[src/rtl/operand_loader.sv]
// operand_loader
//   Receives a 128-byte operand frame as a byte stream and distributes it to
//   a modular exponentiator. The frame is four 32-byte words, each sent most
//   significant byte first: M (modulus), e (exponent), x_bar (initial
//   Montgomery accumulator) and M_bar (Montgomery-domain message).
//   M and e are held in registers. x_bar and M_bar are written to the operand
//   RAM. After the frame, the most significant set bit of e is located. The
//   exponentiator is then started and the loader waits for its stop flag.
//
// Ports
//   clk, rst_n          clock, synchronous active-low reset
//   in_data/in_valid    byte stream input
//   in_ready            high only in LOAD. Handshake rule: a byte is
//                       consumed on any rising edge where in_valid and
//                       in_ready are both high. in_valid while in_ready is
//                       low is ignored, and that byte stays pending.
//   M, e                operand registers for the exponentiator
//   e_idx               index of the most significant set bit of e
//   wr_addr/wr_data/wr_en  operand RAM write port (one-cycle strobes)
//   exp_start           one-cycle start pulse to the exponentiator
//   exp_stop            exponentiator stop flag (level, sticky)
//   busy                high in every state except LOAD
//   done                one-cycle pulse when the exponentiation completes
//   err                 sticky: the last frame carried e == 0
module operand_loader #(
    parameter int ABITS     = 8,
    parameter int DBITS     = 256,
    parameter int X_ADDR    = 0,
    parameter int MBAR_ADDR = 1
) (
    input  logic             clk,
    input  logic             rst_n,
    input  logic [7:0]       in_data,
    input  logic             in_valid,
    output logic             in_ready,
    output logic [DBITS-1:0] M,
    output logic [DBITS-1:0] e,
    output logic [7:0]       e_idx,
    output logic [ABITS-1:0] wr_addr,
    output logic [DBITS-1:0] wr_data,
    output logic             wr_en,
    output logic             exp_start,
    input  logic             exp_stop,
    output logic             busy,
    output logic             done,
    output logic             err
);

    typedef enum logic [1:0] {LOAD, SCAN, START, BUSY} state_t;

    state_t           state;
    logic [6:0]       byte_cnt;
    logic [DBITS-1:0] shreg;
    logic [7:0]       idx;
    logic             stop_q;
    logic             xfer;
    logic [DBITS-1:0] word;

    assign in_ready = (state == LOAD);
    assign busy     = (state != LOAD);
    assign xfer     = in_valid && in_ready;
    // Word as it stands once the current byte has been shifted in. It is used
    // at the word-completing byte, so the register loads see the whole word
    // without waiting an extra cycle.
    assign word     = {shreg[DBITS-9:0], in_data};

    always_ff @(posedge clk) begin
        if (!rst_n) begin
            state     <= LOAD;
            byte_cnt  <= '0;
            shreg     <= '0;
            M         <= '0;
            e         <= '0;
            e_idx     <= '0;
            err       <= 1'b0;
            idx       <= '0;
            wr_en     <= 1'b0;
            wr_addr   <= '0;
            wr_data   <= '0;
            exp_start <= 1'b0;
            done      <= 1'b0;
            stop_q    <= 1'b0;
        end else begin
            wr_en     <= 1'b0;
            exp_start <= 1'b0;
            done      <= 1'b0;
            stop_q    <= exp_stop;

            case (state)
                LOAD: begin
                    if (xfer) begin
                        shreg    <= word;
                        byte_cnt <= byte_cnt + 7'd1;  // wraps 127 -> 0
                        if (byte_cnt == 7'd0) begin
                            err <= 1'b0;
                        end
                        case (byte_cnt)
                            7'd31: M <= word;
                            7'd63: e <= word;
                            7'd95: begin
                                wr_en   <= 1'b1;
                                wr_addr <= ABITS'(X_ADDR);
                                wr_data <= word;
                            end
                            7'd127: begin
                                wr_en   <= 1'b1;
                                wr_addr <= ABITS'(MBAR_ADDR);
                                wr_data <= word;
                                idx     <= 8'd255;
                                state   <= SCAN;
                            end
                            default: ;
                        endcase
                    end
                end

                // Test one bit per cycle, starting at the top. idx == 0 with a
                // clear bit means e == 0, and there is nothing to start.
                SCAN: begin
                    if (e[idx]) begin
                        e_idx     <= idx;
                        exp_start <= 1'b1;
                        state     <= START;
                    end else if (idx == 8'd0) begin
                        err   <= 1'b1;
                        e_idx <= 8'd0;
                        state <= LOAD;
                    end else begin
                        idx <= idx - 8'd1;
                    end
                end

                // exp_start was raised on the way in and is high for this one
                // cycle only.
                START: state <= BUSY;

                // Only a fresh rising edge completes the operation. A stop flag
                // still high from the previous operation must not.
                BUSY: begin
                    if (exp_stop && !stop_q) begin
                        done  <= 1'b1;
                        state <= LOAD;
                    end
                end

                default: state <= LOAD;
            endcase
        end
    end

endmodule

[config.mk]
export PLATFORM = sky130hd
export DESIGN_NAME = operand_loader
export DESIGN_NICKNAME = d
export VERILOG_FILES = /design/src/rtl/operand_loader.sv
export SDC_FILE = /design/constraint.sdc
export NUM_CORES = 2
export LEC_CHECK = 0
export ABC_CLOCK_PERIOD_IN_PS = 3100
export BUFFER_PORTS_ARGS = -buffer_cell sky130_fd_sc_hd__buf_4
export CELL_PAD_IN_SITES_DETAIL_PLACEMENT = 0
export CELL_PAD_IN_SITES_GLOBAL_PLACEMENT = 1
export CORE_ASPECT_RATIO = 0.9
export CORE_MARGIN = 5
export CORE_UTILIZATION = 28
export DETAILED_ROUTE_END_ITERATION = 6
export GPL_TIMING_DRIVEN = 0
export PLACE_DENSITY_LB_ADDON = 0.1
export SLEW_MARGIN = 20
export SYNTH_ARGS = -nofsm -noshare
export SYNTH_HDL_FRONTEND = slang
export SYNTH_SLANG_ARGS = --single-unit
[constraint.sdc]
create_clock -name clk -period 3.1 [get_ports clk]
set_input_delay 0.155 -clock clk [delete_from_list [all_inputs] [get_ports clk]]
set_output_delay 0.155 -clock clk [all_outputs]
set_load 0.02 [all_outputs]
---- Word level (Yosys, flattened, before mapping) ----
Index checks and enable logic that the tools add are counted.
word-level totals
  output and inout bits ................... 790
  register bits ........................... 1054
  input port bits ......................... 12
cells by class
  $add $sub $neg .......................... 2
  $lt $le $gt $ge ......................... 1
  reductions and logical operators ........ 23
  muxes and demuxes ....................... 24
  equality and inequality tests ........... 15
operators by type and width
  kind                 number
  $mux 8               6
  $pmux 8 s2           2
  $reduce_and 3->1     5
  $eq 7x7->1 const B   2
  $mux 2               5
  $reduce_and 5->1     2
  $lt 8x9->1 const B   1
  $bmux 1 s8           1
  $logic_not 8->1      1
  $mux 1               8
  $ne 2x2->1 const B   4
  $pmux 2 s4           1
  $reduce_and 2->1     4
  $reduce_bool 2->1    4
  $sub 8x1->8 const B  1
  $add 7x1->7 const B  1
  $eq 7x5->1 const B   1
  $eq 7x6->1 const B   1
  $logic_not 7->1      1
  $ne 2x1->1 const B   3
  $eq 2x2->1 const B   2
  $reduce_and 4->1     1
  $ne 3x3->1 const B   1
  $eq 2x1->1 const B   1
  5 further kinds      6

---- Depth between registers and ports, before layout ----
  depth after elaboration ................. 4
  mapped depth ............................ 12
  depth with buffers taken out ............ 9

---- Worst setup path after synthesis ----
Ideal clock, no wire load.
  path type ............................... register to register
  start point ............................. register idx[0]
  end point ............................... register idx[2]
  setup time .............................. 0.074 ns
  data required time ...................... 3.026 ns
  setup slack ............................. 0.299 ns
  cell stages (with the launch flop) ...... 10
  path buffers ............................ 2
  arrival ................................. 2.726 ns
  path through ............................ dfxtp_1 > buf_6 > buf_6 > mux4_2 > a2111oi_0 > o31ai_2 > a311oi_4 > o21ai_4 > or3_1 > a31oi_1
on the way
  longest elaborated chain between the ends .. 4
  elaborated cells on any way between the ends .. 10
ends and longest elaborated chain
  what                                                             line      text
  start: declaration                                               54        logic [7:0] idx;
  start signal: assignment                                         129       idx <= idx - 8'd1;
  $bmux 1 s8 or $sub 8x1->8 (tied branches)                        120, 129
  $mux 1 (not written as such) or $mux 8 (tied branches)           120, 124
  $ne 2x2->1 (no source line) or $mux 8 (tied branches)            n/a
  $reduce_and 5->1 (no source line) or $pmux 8 s2 (tied branches)  n/a
Parallel ways exist; a longest one is shown, timed or not. The select of a mux whose other input is x is not followed.
A chain may end at the register's enable or synchronous reset.

---- Worst setup path in the final report ----
Ends and elaborated chain as after synthesis.

==> out/results.tsv <==
stage	metric	value	unit
timing	final-hold-violation-count	0	
global_route	first_global_vias	35403	
power_and_ir_drop	leakage	18.5	nW
placement	port_buffers	794	
route	avgRoutedWirePerCell	23.9	microns
critical_path	path_class	flip-flop to flip-flop	
logic_synthesis	synth_area_leaders	dfxtp_1 55%, nand2_1 20%, a21oi_1 14%, clkbuf_1 3.4%, mux4_2 3.3%	
clocking	clk_path_buf_depth	3	
route	firstDrtPassIters	5	
final_layout	final_common_cell	nand2_1	
critical_path	worstRegToRegCells	12	
floorplan	start_util	28.2	%
power_and_ir_drop	power.density	553	mW/mm^2
logic_synthesis	syn_inst	4756	
floorplan	io_pins	802	
logic_synthesis	async_reset_ff_share	0	%
timing	period_minus_slack	3.20	ns
final_layout	regArea	0.0210	sq mm
final_layout	nets	5736	
logic_synthesis	synth_top_cell_by_area	dfxtp_1	
timing	drv_slew	0	
run_status	violations	negative setup slack	
logic_synthesis	ys_warn_count	0	
clocking	cts_root_buffer	clkbuf_16	
logic_synthesis	syn_area_per_cell	8.00	sq um
logic_synthesis	synth-main-ff-cell	dfxtp_1	
global_route	grtUsageTotal	24.5	%
clocking	cts_tree	built	
hold_path	hp-class	input port to flip-flop	
timing	clock.fmax	0.313	GHz
logic_synthesis	ys_seq_elements	1047	
run_status	status	complete, but fails checks	
critical_path	cp_top_family	compound AO/OA/AOI/OAI gates	
timing	relSlewSlack	22.4	%
global_route	antenna_found_initial	4	
placement	dp_hpwl	137000	microns
final_layout	multi_input_area	0.0159	sq mm
final_layout	syn_to_final_growth	35.3	%
logic_synthesis	synth_edf_count	0	
critical_path	end_kind	flip-flop	
placement	gp_congestion	0.805	
floorplan	die-area	0.143	sq mm
clocking	path_clk_slew	0.06	ns
critical_path	crit_path_max_incr_delay	0.53	ns
job	cap_violations	0	
route	wl	183000	microns
critical_path	cpMostUsedCell	buf_12	
critical_path	arrival	3.83	ns
floorplan	die_w	399	microns
global_route	grt_pass1_wl	260000	microns
final_layout	nFillCells	14343	
logic_synthesis	synth_area	0.0381	sq mm
route	drt_iter0_drc	2212	
timing	period_share	103	%
route	via_count	36172	
critical_path	cp.required	3.73	ns
final_layout	drive_gt1_share	20.8	%
timing	holdWs	0.265	ns
route	vias_per_cell	4.73	
logic_synthesis	synth.yosys.seq_area_share	55.1	%
timing	setup_viol	12	
critical_path	path_cells	buf_12 -> buf_16 -> buf_12 -> mux4_2 -> mux2i_4 -> nor3_2 -> nor4_4 -> o31ai_4 -> a311oi_4 -> o21ai_4 -> or3_1 -> a31oi_2	
final_layout	most-common-layout-cells	2052 x nand2_1, 1045 x dfxtp_1, 1026 x a21oi_1, 826 x buf_4, 320 x clkbuf_1	
timing	rsz0062_at_grt	yes	
timing	tns	-0.902	ns
global_route	grt_overflow	0	
floorplan	die_y	360	microns
clocking	clk_latency	0.74	ns
clocking	numCtsBuffers	117	
critical_path	crit_cells	12	
clocking	numClockSinks	1047	
timing	skew	0.0215	ns
power_and_ir_drop	peakVddDrop	454	uV
critical_path	crit_path_start_kind	flip-flop	
global_route	grt_max_degree	17	
timing	worstMarginPinSlew	1.16	ns
floorplan	core	0.135	sq mm
critical_path	cp_slowest_cell	mux4_2	
logic_synthesis	yosysUniqueCellTypes	62	
route	detail-route-antenna-nets	0	
timing	fin_ws	-0.0982	ns
clocking	cts_htree_levels	3	
critical_path	crit_fanout	7	
logic_synthesis	netlist.area_leader.share	55.1	%
critical_path	cp_num_buf_inv	3	
route	route.detailed.drc	0	
floorplan	fp-row-count	128	
hold_path	min_path_cells	4	
==> cell families after synthesis <==
| family | Yosys count | share of synthesized area (%) |
|---|---|---|
| adders and majority gates | 4 | 0.132 |
| buffers and inverters | 385 | 4.09 |
| AOI/OAI and AO/OA | 1080 | 14.7 |
| DFF | 1047 | 55.1 |
| and+or+nand+nor | 2140 | 21.6 |
| muxes | 91 | 4.29 |
| xor gates and xnor gates | 8 | 0.184 |
| other | 1 | 0.00985 |
==> power breakdown <==
| part | internal [mW] | total, mW | switching, mW |
|---|---|---|---|
| clock | 8.34 | 14.4 | 6.05 |
| combinational | 0.0964 | 0.574 | 0.478 |
| sequential | 13.5 | 13.5 | 0.0320 |
==> cell type report <==
type / instances / share of cell area, %
Sequential cell: 1047 / 40.7
Multi-Input combinational cell: 3330 / 30.9
Timing Repair Buffer: 840 / 12.6
Clock buffer: 189 / 6.92
Tap cell: 1820 / 4.42
Buffer: 376 / 3.61
Clock inverter: 31 / 0.751
Inverter: 8 / 0.0826
Antenna cell: 6 / 0.0292
==> synthesized netlist by cell type (all sizes together) (2+ instances only) <==
master      n
mux4       57
clkbuf    343
or3         3
a211oi      7
a2111oi     3
a22o        8
nor3       11
nand2    2053
nor2       27
dfxtp    1047
and3        5
a31oi       2
o2111ai     2
inv         7
nand3       8
a311oi      2
o22ai       4
a221oi      2
nand4b      2
nor4        3
nand2b      3
a22oi       6
mux2        4
and2        6
a21oi    1027
nand3b      2
o31ai       2
buf        34
xor2        6
xnor2       2
nor2b       6
nand4       6
ha          4
mux2i      30
o21ai       9
==> metrics by stage <==
| stage | instances | instance area [sq um] | total power [mW] | util [%] | setup WS, ns |
|---|---|---|---|---|---|
| CTS | 7638 | 51300 | 28.8 | 38.0 | -0.119 |
| detailed placement | 7378 | 46400 | 14.4 | 34.3 | -1.28 |
| global route | 7641 | 51500 | 29.4 | 38.1 | -0.189 |
| finish | 7647 | 51500 | 28.5 | 38.1 | -0.0982 |
| global placement | 7376 | 46300 | 14.4 | 34.3 | -1.27 |
| floorplan | 4762 | 38100 | 14.1 | - | 0.299 |
==> metal layers <==
metal	vias to the layer above	routed length, microns	GRT usage, %	share of wire, %
li1	17555	-	-	-
met1	17532	82600	32.6	45
met2	868	83900	39.8	46
met3	217	10900	5.70	6.0
met4	0	5620	6.95	3.1
met5	-	0	0	0
==> sequential cells by signal, summed over array words and instances, names as in the netlist, 7 cells and up, named ones only <==
name / count
e_idx: 8
shreg: 248
e: 256
byte_cnt: 7
wr_data: 256
idx: 8
M: 256
==> worst reg2reg max path: stages (launching register included) <==
cell      delay, ns
dfxtp_2        0.34
buf_12         0.13
buf_16         0.15
buf_12         0.11
mux4_2         0.53
mux2i_4        0.21
nor3_2         0.08
nor4_4         0.32
o31ai_4        0.16
a311oi_4       0.40
o21ai_4        0.10
or3_1          0.34
a31oi_2        0.22
==> path summary, 6_finish.rpt <==
kind              slack (ns)        from      to
hold reg to reg         0.45      M[152]  M[152]
setup / recovery        -0.1      idx[0]  idx[2]
hold / removal          0.27  in_data[2]    M[2]
setup reg to reg        -0.1      idx[0]  idx[2]
==> repair_timing <==
action                                 4_1_cts  5_1_grt
gates cloned                                 1        0
buffers inserted                            29        3
hold buffers                                12        0
setup endpoints to repair                  831      651
endpoints found under the hold margin       37        0
pin swaps                                   12        9
gates resized for setup                    138       79
No activity file was read; power rests on OpenSTA's default activity.
